--- src/rtl/regfile_wb_arbiter_if.sv ---
// Write-back request bundle between the execute/memory units and the register-file arbiter.
// Latency: none, signals only; the arbiter adds one registered stage on the rf_* side.
// Backpressure: per-source valid/ready; a source holds valid, addr and data until accepted.
interface regfile_wb_arbiter_if #(
   parameter int NUM_REQ = 3,
   parameter int XLEN    = 32,
   parameter int ADDR_W  = 5
);
   localparam int IDW = $clog2(NUM_REQ);

   logic [NUM_REQ-1:0]        req_valid;
   logic [NUM_REQ-1:0]        req_ready;
   logic [NUM_REQ*ADDR_W-1:0] req_rd_addr;
   logic [NUM_REQ*XLEN-1:0]   req_rd_data;
   logic                      stall;
   logic                      rf_write_en;
   logic [ADDR_W-1:0]         rf_rd_addr;
   logic [XLEN-1:0]           rf_rd_data;
   logic [IDW-1:0]            grant_id;
   logic                      busy;

   // Write-back sources: raise requests, observe accepts and the register-file port.
   modport master (
      output req_valid, req_rd_addr, req_rd_data, stall,
      input  req_ready, rf_write_en, rf_rd_addr, rf_rd_data, grant_id, busy
   );

   // Arbiter side.
   modport slave (
      input  req_valid, req_rd_addr, req_rd_data, stall,
      output req_ready, rf_write_en, rf_rd_addr, rf_rd_data, grant_id, busy
   );
endinterface

--- src/rtl/regfile_wb_arbiter.sv ---
// Round-robin arbiter sharing the register file's single write port between NUM_REQ write-back sources.
// Latency: 1 cycle from accept edge to rf_write_en; throughput 1 write per cycle.
// Backpressure: at most one req_ready high per cycle; none while stall or reset is high.
module regfile_wb_arbiter #(
   parameter int NUM_REQ = 3,
   parameter int XLEN    = 32,
   parameter int ADDR_W  = 5
) (
   input  logic                 clk,
   input  logic                 reset,
   regfile_wb_arbiter_if.slave  bus
);
   localparam int IDW = $clog2(NUM_REQ);

   logic [IDW-1:0]     r_rr_ptr;
   logic               r_write_en;
   logic [ADDR_W-1:0]  r_rd_addr;
   logic [XLEN-1:0]    r_rd_data;
   logic [IDW-1:0]     r_grant_id;

   logic               w_found;
   logic [IDW-1:0]     w_gnt_idx;
   logic               w_accept;
   logic [NUM_REQ-1:0] w_ready;
   logic [ADDR_W-1:0]  w_sel_addr;
   logic [XLEN-1:0]    w_sel_data;
   logic [IDW-1:0]     w_next_ptr;

   // Rotating priority search: first valid at or above rr_ptr, otherwise the lowest valid below it.
   always_comb begin
      w_found   = 1'b0;
      w_gnt_idx = '0;
      for (int i = 0; i < NUM_REQ; i++) begin
         if (!w_found && bus.req_valid[i] && (IDW'(i) >= r_rr_ptr)) begin
            w_found   = 1'b1;
            w_gnt_idx = IDW'(i);
         end
      end
      for (int i = 0; i < NUM_REQ; i++) begin
         if (!w_found && bus.req_valid[i]) begin
            w_found   = 1'b1;
            w_gnt_idx = IDW'(i);
         end
      end
   end

   assign w_accept = w_found & ~bus.stall & ~reset;

   // One-hot ready for the granted source, and the granted source's address/data fields.
   always_comb begin
      w_ready    = '0;
      w_sel_addr = '0;
      w_sel_data = '0;
      for (int i = 0; i < NUM_REQ; i++) begin
         if (w_gnt_idx == IDW'(i)) begin
            w_ready[i] = w_accept;
            w_sel_addr = bus.req_rd_addr[i*ADDR_W +: ADDR_W];
            w_sel_data = bus.req_rd_data[i*XLEN +: XLEN];
         end
      end
   end

   assign w_next_ptr = (w_gnt_idx == IDW'(NUM_REQ - 1)) ? '0 : (w_gnt_idx + IDW'(1));

   // Output stage and pointer: capture the accepted write; x0 writes are consumed but never enabled.
   always_ff @(posedge clk) begin
      if (reset) begin
         r_rr_ptr   <= '0;
         r_write_en <= 1'b0;
         r_rd_addr  <= '0;
         r_rd_data  <= '0;
         r_grant_id <= '0;
      end else if (w_accept) begin
         r_rr_ptr   <= w_next_ptr;
         r_write_en <= (w_sel_addr != '0);
         r_rd_addr  <= w_sel_addr;
         r_rd_data  <= w_sel_data;
         r_grant_id <= w_gnt_idx;
      end else begin
         r_write_en <= 1'b0;
      end
   end

   assign bus.req_ready   = w_ready;
   assign bus.rf_write_en = r_write_en;
   assign bus.rf_rd_addr  = r_rd_addr;
   assign bus.rf_rd_data  = r_rd_data;
   assign bus.grant_id    = r_grant_id;
   assign bus.busy        = |bus.req_valid;
endmodule
--- src/flat_wrapper.sv ---
// flat-port wrapper written by rule: the top's interface ports become plain ports
module regfile_wb_arbiter_flat 
#(
   parameter int NUM_REQ = 3,
   parameter int XLEN    = 32,
   parameter int ADDR_W  = 5
)
  (clk, reset, bus_req_valid, bus_req_rd_addr, bus_req_rd_data, bus_stall, bus_req_ready, bus_rf_write_en, bus_rf_rd_addr, bus_rf_rd_data, bus_grant_id, bus_busy);
  regfile_wb_arbiter_if #(.NUM_REQ(NUM_REQ), .XLEN(XLEN), .ADDR_W(ADDR_W)) bus_i ();
  input  logic clk;
  input  logic reset;
  input wire logic [$bits(bus_i.req_valid)-1:0] bus_req_valid;
  input wire logic [$bits(bus_i.req_rd_addr)-1:0] bus_req_rd_addr;
  input wire logic [$bits(bus_i.req_rd_data)-1:0] bus_req_rd_data;
  input wire logic [$bits(bus_i.stall)-1:0] bus_stall;
  output wire logic [$bits(bus_i.req_ready)-1:0] bus_req_ready;
  output wire logic [$bits(bus_i.rf_write_en)-1:0] bus_rf_write_en;
  output wire logic [$bits(bus_i.rf_rd_addr)-1:0] bus_rf_rd_addr;
  output wire logic [$bits(bus_i.rf_rd_data)-1:0] bus_rf_rd_data;
  output wire logic [$bits(bus_i.grant_id)-1:0] bus_grant_id;
  output wire logic [$bits(bus_i.busy)-1:0] bus_busy;
  assign bus_i.req_valid = bus_req_valid;
  assign bus_i.req_rd_addr = bus_req_rd_addr;
  assign bus_i.req_rd_data = bus_req_rd_data;
  assign bus_i.stall = bus_stall;
  assign bus_req_ready = bus_i.req_ready;
  assign bus_rf_write_en = bus_i.rf_write_en;
  assign bus_rf_rd_addr = bus_i.rf_rd_addr;
  assign bus_rf_rd_data = bus_i.rf_rd_data;
  assign bus_grant_id = bus_i.grant_id;
  assign bus_busy = bus_i.busy;
  regfile_wb_arbiter #(.NUM_REQ(NUM_REQ), .XLEN(XLEN), .ADDR_W(ADDR_W)) u_core (.clk(clk), .reset(reset), .bus(bus_i));
endmodule
--- config.mk ---
export PLATFORM = sky130hd
export DESIGN_NAME = regfile_wb_arbiter_flat
export DESIGN_NICKNAME = d
export VERILOG_FILES = /design/src/rtl/regfile_wb_arbiter_if.sv /design/src/rtl/regfile_wb_arbiter.sv /design/src/flat_wrapper.sv
export SDC_FILE = /design/constraint.sdc
export NUM_CORES = 1
export LEC_CHECK = 0
export ABC_CLOCK_PERIOD_IN_PS = 2000
export BUFFER_PORTS_ARGS = -buffer_cell sky130_fd_sc_hd__buf_2
export CAP_MARGIN = 15
export CORE_AREA = 2 2 71 80
export CTS_BUF_LIST = sky130_fd_sc_hd__clkbuf_4
export DETAILED_ROUTE_END_ITERATION = 10
export DIE_AREA = 0 0 73 82
export PLACE_DENSITY = 0.82
export SLEW_MARGIN = 20
export SYNTH_ARGS = -nofsm -noshare
export SYNTH_HDL_FRONTEND = slang
export SYNTH_SLANG_ARGS = --single-unit
export TNS_END_PERCENT = 30
--- constraint.sdc ---
create_clock -name clk -period 2 [get_ports clk]
set_input_delay 0.3 -clock clk [delete_from_list [all_inputs] [get_ports clk]]
set_output_delay 0.3 -clock clk [all_outputs]
set_load 0.02 [all_outputs]
Yosys cells after proc, flatten, opt, wreduce, memory -nomap -nowiden
Index checks and enable logic that the tools add are counted.
- output and inout port bits: 44
- memory bits (read-only): 0
- memories: 0
- RAM bits: 0
- bits in latches: 0
- register bits: 42
- multipliers: 0
- bitwise logic cells: 5
- $lt $le $gt $ge: 3
- reduce and logical (&&, ||, !) cells: 17
- shift operators: 0
- $add $sub $neg: 1
- muxes and demuxes: 21
- equality and inequality tests: 2
- div/mod/pow operators: 0
- operator list (operator ; number):
    2-to-1 mux 32 bit ; 3
    2-to-1 mux 5 bit ; 3
    2-to-1 mux 1 bit ; 10
    2-to-1 mux 2 bit ; 5
    logical AND 1 bit ; 8
    logical NOT 1 bit ; 5
    nonzero test 5 bit ; 1
    >= comparator 1 x 2 -> 1 bit, first input constant ; 2
    NOT 1 bit ; 3
    OR reduction 3 bit ; 1
    adder 2 x 1 -> 2 bit, second input constant ; 1
    bitwise AND 1 bit ; 2
    equality test 2 x 1 -> 1 bit, second input constant ; 1
    equality test 2 bit, second input constant ; 1
    >= comparator 2 bit, first input constant ; 1
    logical NOT 2 bit ; 1
    OR reduction 2 bit ; 1

Depth between registers and ports, before layout
Gate-level depths: netlist (run 1).
- word-level depth: 25
- depth in mapped cells: 7
- gate-level depth less buffers: 5

Least setup slack after synthesis (run 1)
No wires, ideal clock.
- path kind: register to output
- from: register u_core.r_rr_ptr[1]
- to: output port bus_req_ready[0]
- cell stages (with the launch flop): 6
- buffers on the path: 1
- slack: 0.411 ns
- required time: 1.700 ns
- arrival time: 1.289 ns
- path through: dfxtp_1 > nor2b_1 > o31ai_4 > nand2_1 > buf_4 > nor2_2
- word-level cells in the longest chain between the ends: 23
- elaborated cells between the ends (all ways): 31
- ends and longest elaborated chain (what ; line ; source):
    from (decl) ; regfile_wb_arbiter.sv:15 ; logic [IDW-1:0] r_rr_ptr;
    from (signal assigned) ; regfile_wb_arbiter.sv:74 ; r_rr_ptr <= w_next_ptr;
    >= comparator 1 x 2 -> 1 bit ; regfile_wb_arbiter.sv:34 ; if (!w_found && bus.req_valid[i] && (IDW'(i) >= r_rr_ptr)) begin
    logical AND 1 bit ; regfile_wb_arbiter.sv:34 ;
    2-to-1 mux 1 bit ; regfile_wb_arbiter.sv:34 ;
    logical NOT 1 bit ; regfile_wb_arbiter.sv:34 ;
    logical AND 1 bit (2 in a row) ; regfile_wb_arbiter.sv:34 ;
    2-to-1 mux 1 bit ; regfile_wb_arbiter.sv:34 ;
    logical NOT 1 bit ; regfile_wb_arbiter.sv:34 ;
    logical AND 1 bit (2 in a row) ; regfile_wb_arbiter.sv:34 ;
    (+4 left out) ; n/a ;
    logical NOT 1 bit ; regfile_wb_arbiter.sv:40 ; if (!w_found && bus.req_valid[i]) begin
    logical AND 1 bit ; regfile_wb_arbiter.sv:40 ;
    2-to-1 mux 1 bit ; regfile_wb_arbiter.sv:40 ;
    logical NOT 1 bit ; regfile_wb_arbiter.sv:40 ;
    logical AND 1 bit ; regfile_wb_arbiter.sv:40 ;
    2-to-1 mux 1 bit ; regfile_wb_arbiter.sv:40 ;
    bitwise AND 1 bit (2 in a row) ; regfile_wb_arbiter.sv:47 ; assign w_accept = w_found & ~bus.stall & ~reset;
    2-to-1 mux 1 bit * ; regfile_wb_arbiter.sv:55 ; if (w_gnt_idx == IDW'(i)) begin
    to (decl) ; flat_wrapper.sv:16 ; output wire logic [$bits(bus_i.req_ready)-1:0] bus_req_ready;
Mark *: on every way between the ends. The rest lies on a longest branch, timed or not.

Worst setup path after layout (run 1)
- from: register u_core.r_rr_ptr[1]
- to: output port bus_req_ready[2]
The elaborated chain is that of the path after synthesis.

==> results.sh, run 1 <==
export IMPL_status="completed"
export IMPL_fp_row_count=28
export IMPL_insertion_delay_ps=330
export IMPL_power_density_nw_per_um2=635
export IMPL_start_util_pct=39.5
export IMPL_worstHoldStart="bus_req_rd_data[93]"
export IMPL_grt_ovfl_total=0
export IMPL_synth_fa_ha_area_share_pct=0
export IMPL_finalSetupViolCount=0
export IMPL_p_switching_uw=574
export IMPL_grt_start_max_net_pins=42
export IMPL_swShare_pct=30.3
export IMPL_htreeDepth=2
export IMPL_cp_required_ps=1700
export IMPL_yosys_most_used_dff="dfxtp_1"
export IMPL_drv_cap=0
export IMPL_fin_hold_ws_ps=197
export IMPL_ys_seq_area_share_pct=40.7
export IMPL_r2r_start="u_core.r_rr_ptr[0]$_SDFFE_PP0P_"
export IMPL_drc=0
export IMPL_final_cells=432
export IMPL_min_path_type="in2reg"
export IMPL_timing_rr_end="u_core.bus.rf_rd_data[22]$_SDFFE_PP0P_"
export IMPL_io_buffers=160
export IMPL_clkSinkCount=42
export IMPL_totalWireLength_um=5800
export IMPL_min_path_cells=3
export IMPL_gp_congestion=0.856
export IMPL_rsz0062_at_grt="true"
export IMPL_finish_instance_area_um2=2980
export IMPL_initialDrtViolationCount=50
export IMPL_syn_num_nets=330
export IMPL_grt_pass1_wl_um=8580
export IMPL_reg2reg_depth=6
export IMPL_die_h_um=82
export IMPL_cp_arrival_ps=1620
export IMPL_synth_xor_area_share_pct=0
export IMPL_slew_headroom_pct=70.2
export IMPL_synth_top_family_by_area="compound AO/OA/AOI/OAI gates"
export IMPL_maxSlewViolCount=0
export IMPL_hold_viol_final=0
export IMPL_path_delay_family="flip-flops"
export IMPL_topRoutingLayerUsed="met4"
export IMPL_syn_area_um2=2060
export IMPL_crit_buf_inv=2
export IMPL_critPathLaunch="u_core.r_rr_ptr[1]$_SDFFE_PP0P_"
export IMPL_synth_async_reset_ratio_pct=0
export IMPL_layout_min_cycle_time_ps=1920
export IMPL_final_antenna_net_count=0
export IMPL_areaGrowthSynthToFinish_pct=44.3
export IMPL_dr_wl_met2_um=3010
export IMPL_setup_worst_path_start_class="register"
export IMPL_ys_seq_elements=42
export IMPL_synth_area_mux_share_pct=15.5
export IMPL_synth_cells=213
export IMPL_worstMarginPinSlew_ps=446
export IMPL_die_x_um=73
export IMPL_cp_slowest_cell="dfxtp_4"
export IMPL_synth_avg_cell_area_um2=9.69
export IMPL_yosys_area_share_simple_pct=7.03
export IMPL_synth_warnings=0
export IMPL_combPwrFrac_pct=28.7
export IMPL_met1Wirelength_um=2310
export IMPL_cp_max_fo=30
export IMPL_dpl_cell_area_um2=2900
export IMPL_crit_cells=5
export IMPL_p_int_uw=1320
export IMPL_hold_end="u_core.bus.rf_rd_data[29]$_SDFFE_PP0P_"
export IMPL_dr_pass1_iters=4
export IMPL_clock_skew_ps=4.71
export IMPL_tritoncts="yes"
export IMPL_clk_pin_slew_ps=110
export IMPL_max_stage_delay_ps=390
export IMPL_critical_path_class="reg2out"
export IMPL_coreArea_um2=5220
export IMPL_ir_drop_v=0.000337
export IMPL_ys_types=35
export IMPL_clock_fmax_mhz=522
export IMPL_endpoint_kind="primary output"
export IMPL_r2r_slack_ps=370
export IMPL_cts_buffers=5
export IMPL_holdBufCountCts=0
export IMPL_n_antenna_cell=0
export IMPL_worstPathCellList="nor2b_2 -> o31ai_4 -> nor2_2 -> buf_12 -> buf_4"
export IMPL_clock_root_buffer="clkbuf_4"
export IMPL_synth_edff_count=0
export IMPL_fin_util_pct=57.1
export IMPL_wl_per_cell_um=13.4
export IMPL_grt_pass1_vias=1985
export IMPL_detailroute_via_count=2238
export IMPL_setup_tns_ps=0
export IMPL_drive_gt1_share_pct=50.5
export IMPL_fin_nets=489
export IMPL_met3WireLength_um=424
export IMPL_post_cts_resized=5
export IMPL_grt_antenna_before_repair=0
export IMPL_cts_setup_buffers=0
export IMPL_ios=161
export IMPL_synth_compound_area_share_pct=29.1
export IMPL_p_leak_uw=0.00148
export IMPL_die_area_um2=5990
export IMPL_dp_cells=425
export IMPL_clkPwrFrac_pct=21.2
export IMPL_via_per_inst=5.18
export IMPL_gr_usage_all_layers_pct=18.3
export IMPL_period_share_pct=95.8
export IMPL_pwr_share_seq_pct=50.1
export IMPL_clk_path_buf_depth=2
export IMPL_hpwl_um=4560
-- worst min-delay path, delay by kind of cell --
kind | cells | cell delay, ps
buf+inv | 1 | 70
compound gates | 2 | 120
-- synthesized netlist by cell type, types with 2 or more instances --
library cell  number  area (um^2)
inv_1              2         7.51
buf_2              4         20.0
buf_6              6         67.6
nor2_2             2         12.5
nor2_1             5         18.8
mux2i_1           32          320
nand3_1            2         10.0
o21ai_1           25          125
a21o_1             5         37.5
buf_12             2         40.0
a32oi_1            3         26.3
a21oi_1            2         10.0
nand2_1            8         30.0
clkbuf_1           2         7.51
buf_4              2         15.0
dfxtp_1           42          841
o22ai_1            5         31.3
nor4_1             2         12.5
a22oi_1           28          210
nor3_1             2         10.0
o21ai_0           18         90.1
-- power by group through the flow --
stage	clock network [uW]	registers, uW	logic, uW
after floorplan	0	1050	228
after global placement	0	964	534
after detailed placement	0	967	544
after CTS	423	949	547
after global routing	448	957	594
final	401	948	544
-- cell families after synthesis --
logic type | Yosys count
AOI/OAI and AO/OA | 93
DFF | 42
muxes | 32
and+or+nand+nor | 28
buffers and inverters | 18
-- metal layers --
metal | vias to the layer above | GRT usage [%]
met4 | 0 | 5.37
met2 | 95 | 35.4
met3 | 6 | 4.91
li1 | 1131 | -
met1 | 1006 | 19.1
met5 | - | 0
-- how the worst max path moves through the flow --
stage,to,slack (ps)
floorplan,bus_req_ready[0],410
global placement,bus_req_ready[2],280
detailed placement,u_core.bus.rf_rd_data[22]$_SDFFE_PP0P_,220
CTS,bus_req_ready[2],10
global route,bus_req_ready[0],-30
finish,bus_req_ready[2],80
-- metrics by stage --
step | setup slack [ps] | total power (uW)
after global routing | -31.8 | 2000
after floorplan | 411 | 1280
final | 84.0 | 1890
after detailed placement | 216 | 1510
after global placement | 278 | 1500
after CTS | 14.5 | 1920
-- cells in the final DEF (no fill, tap or decap), types with 2 or more instances in the layout --
master | synthesis | layout
buf_2 | 4 | 158
dfxtp_1 | 42 | 40
mux2i_1 | 32 | 32
a22oi_1 | 28 | 28
o21ai_1 | 25 | 25
o21ai_0 | 18 | 18
clkbuf_4 | 0 | 7
buf_4 | 2 | 7
nand2_1 | 8 | 6
o22ai_1 | 5 | 5
a21o_1 | 5 | 5
nor2_1 | 5 | 4
a32oi_1 | 3 | 3
buf_12 | 2 | 3
nor3_1 | 2 | 2
inv_1 | 2 | 2
nor2b_2 | 1 | 2
nor2_2 | 2 | 2
nand2_2 | 0 | 2
a21oi_1 | 2 | 2
nand3_1 | 2 | 2
nor4_1 | 2 | 2
dfxtp_4 | 0 | 2
-- area by class of cell --
class                           instances  area (um^2)
Fill cell                             482         2240
Multi-Input combinational cell        153         1090
Timing Repair Buffer                  168          903
Sequential cell                        42          848
Tap cell                               60         75.1
Clock buffer                            7         52.6
Inverter                                2         7.51
-- registers in the layout, indices dropped and copies added, names as in the netlist --
signal and flops:
u_core.bus.rf_rd_addr 5, u_core.bus.rf_write_en 1, u_core.bus.rf_rd_data 32, u_core.bus.grant_id 2, u_core.r_rr_ptr 2
No activity file was read; power rests on OpenSTA's default activity.
==> inputs of run 2 (changes only) <==
Settings changed: PLACE_DENSITY 0.82 to 0.8.
==> run 2 against run 1 <==
  * Total power is 2.1% higher
  * Highest routed layer unchanged
  * First-iteration DRC count is 110% higher
  * Clock power is 1% higher
  * Largest power group unchanged
==> results.sh, run 2 (same netlist as run 1, synthesis figures left out) <==
export IMPL_hold_viol_final=0
export IMPL_via_per_inst=5.20
export IMPL_drive_gt1_share_pct=51.4
export IMPL_cp_required_ps=1700
export IMPL_coreArea_um2=5220
export IMPL_detailroute_via_count=2305
export IMPL_dp_cells=431
export IMPL_finalSetupViolCount=0
export IMPL_io_buffers=160
export IMPL_ir_drop_v=0.000335
export IMPL_gr_usage_all_layers_pct=21.0
export IMPL_cts_buffers=5
export IMPL_fp_row_count=28
export IMPL_maxSlewViolCount=0
export IMPL_clk_path_buf_depth=2
export IMPL_n_antenna_cell=0
export IMPL_cp_arrival_ps=1600
export IMPL_layout_min_cycle_time_ps=1900
export IMPL_die_area_um2=5990
export IMPL_period_share_pct=95.2
export IMPL_status="completed"
export IMPL_hpwl_um=4810
export IMPL_die_h_um=82
export IMPL_largest_reg_flops=32
export IMPL_p_leak_uw=0.00153
export IMPL_layout_commonest_cell="buf_2"
export IMPL_grt_pass1_vias=2217
export IMPL_clock_fmax_mhz=525
export IMPL_critical_path_class="reg2out"
export IMPL_totalWireLength_um=6520
export IMPL_rsz0062_at_grt="true"
export IMPL_areaGrowthSynthToFinish_pct=48.3
export IMPL_holdBufCountCts=0
export IMPL_cp_max_fo=6
export IMPL_die_x_um=73
export IMPL_endpoint_kind="primary output"
export IMPL_grt_ovfl_total=0
export IMPL_clkSinkCount=42
export IMPL_drc=0
export IMPL_wl_per_cell_um=14.7
export IMPL_power_density_nw_per_um2=631
export IMPL_initialDrtViolationCount=104
export IMPL_setup_worst_path_start_class="register"
export IMPL_insertion_delay_ps=350
export IMPL_grt_antenna_before_repair=0
export IMPL_start_util_pct=39.5
export IMPL_layout_common_cells="buf_2, dfxtp_1, mux2i_1"
export IMPL_grt_pass1_wl_um=9730
export IMPL_tritoncts="yes"
export IMPL_final_cells=443
export IMPL_fin_hold_ws_ps=176
export IMPL_slew_headroom_pct=54.1
export IMPL_finish_instance_area_um2=3060
export IMPL_min_path_type="in2reg"
export IMPL_htreeDepth=2
export IMPL_final_antenna_net_count=0
export IMPL_grt_start_max_net_pins=42
export IMPL_fin_util_pct=58.7
export IMPL_clock_skew_ps=10.4
export IMPL_worstMarginPinSlew_ps=683
export IMPL_dr_pass1_iters=5
export IMPL_ios=161
export IMPL_gp_congestion=0.839
export IMPL_fill_cells=486
export IMPL_dpl_cell_area_um2=2940
export IMPL_fin_nets=499
export IMPL_clock_root_buffer="clkbuf_4"
export IMPL_drv_cap=0
export IMPL_clk_pin_slew_ps=130
==> run 2: cell type report <==
class                      instances  area [um^2]  area share, %
multi-input combinational        154         1110           36.2
timing repair buffer             177          976           31.9
sequential                        42          842           27.5
tap                               60         75.1           2.45
clock buffer                       5         37.5           1.23
clock inverter                     3         16.3          0.531
inverter                           2         7.51          0.245
==> run 2: what timing repair did <==
item,in CTS,in global routing
gates cloned,1,0
buffers inserted,4,0
pin swaps,3,2
setup endpoints to repair,12,3
resized for setup,9,2
endpoints found under the hold margin,0,0
==> run 2: final timing paths <==
kind | from | end | slack, ps | depth (start not counted)
max | u_core.r_rr_ptr[0]$_SDFFE_PP0P_ | bus_req_ready[2] | 100 | 6
min | bus_req_rd_data[73] | u_core.bus.rf_rd_data[9]$_SDFFE_PP0P_ | 180 | 3
max reg2reg | u_core.r_rr_ptr[0]$_SDFFE_PP0P_ | u_core.bus.rf_rd_data[1]$_SDFFE_PP0P_ | 240 | 8
min reg2reg | u_core.bus.grant_id[0]$_SDFFE_PP0P_ | u_core.bus.grant_id[0]$_SDFFE_PP0P_ | 460 | 1
==> run 2: metal layers <==
| metal | global-route usage, % | part of all wire [%] | vias to the layer above |
|---|---|---|---|
| li1 | - | - | 1148 |
| met1 | 22.8 | 38 | 1055 |
| met2 | 38.9 | 53 | 96 |
| met3 | 5.52 | 7.1 | 6 |
| met4 | 7.59 | 1.0 | 0 |
| met5 | 0 | 0 | - |
==> run 2: power breakdown <==
part / switching, uW / leakage [uW] / total [uW] / internal, uW
combinational: 313 / 0.00115 / 579 / 266
sequential: 36.0 / 0.000346 / 947 / 911
clock: 276 / 0.0000286 / 407 / 131
total: 625 / 0.00153 / 1930 / 1310
==> run 2: critical path: stages, from the launching register on <==
cell     delay (ps)
dfxtp_2         340
buf_4           150
nor2b_1         200
o31ai_4          90
buf_4           170
nor2_4          140
buf_2           180
==> run 2: per-stage QoR <==
step,setup TNS [ps],setup WS (ps),power [uW]
2_1_floorplan,0,411,1280
3_3_place_gp,-1130,-147,1510
3_5_place_dp,-1580,-165,1530
4_1_cts,0,14.1,1950
5_1_grt,-1.35,-1.35,2050
6_report,0,96.8,1930
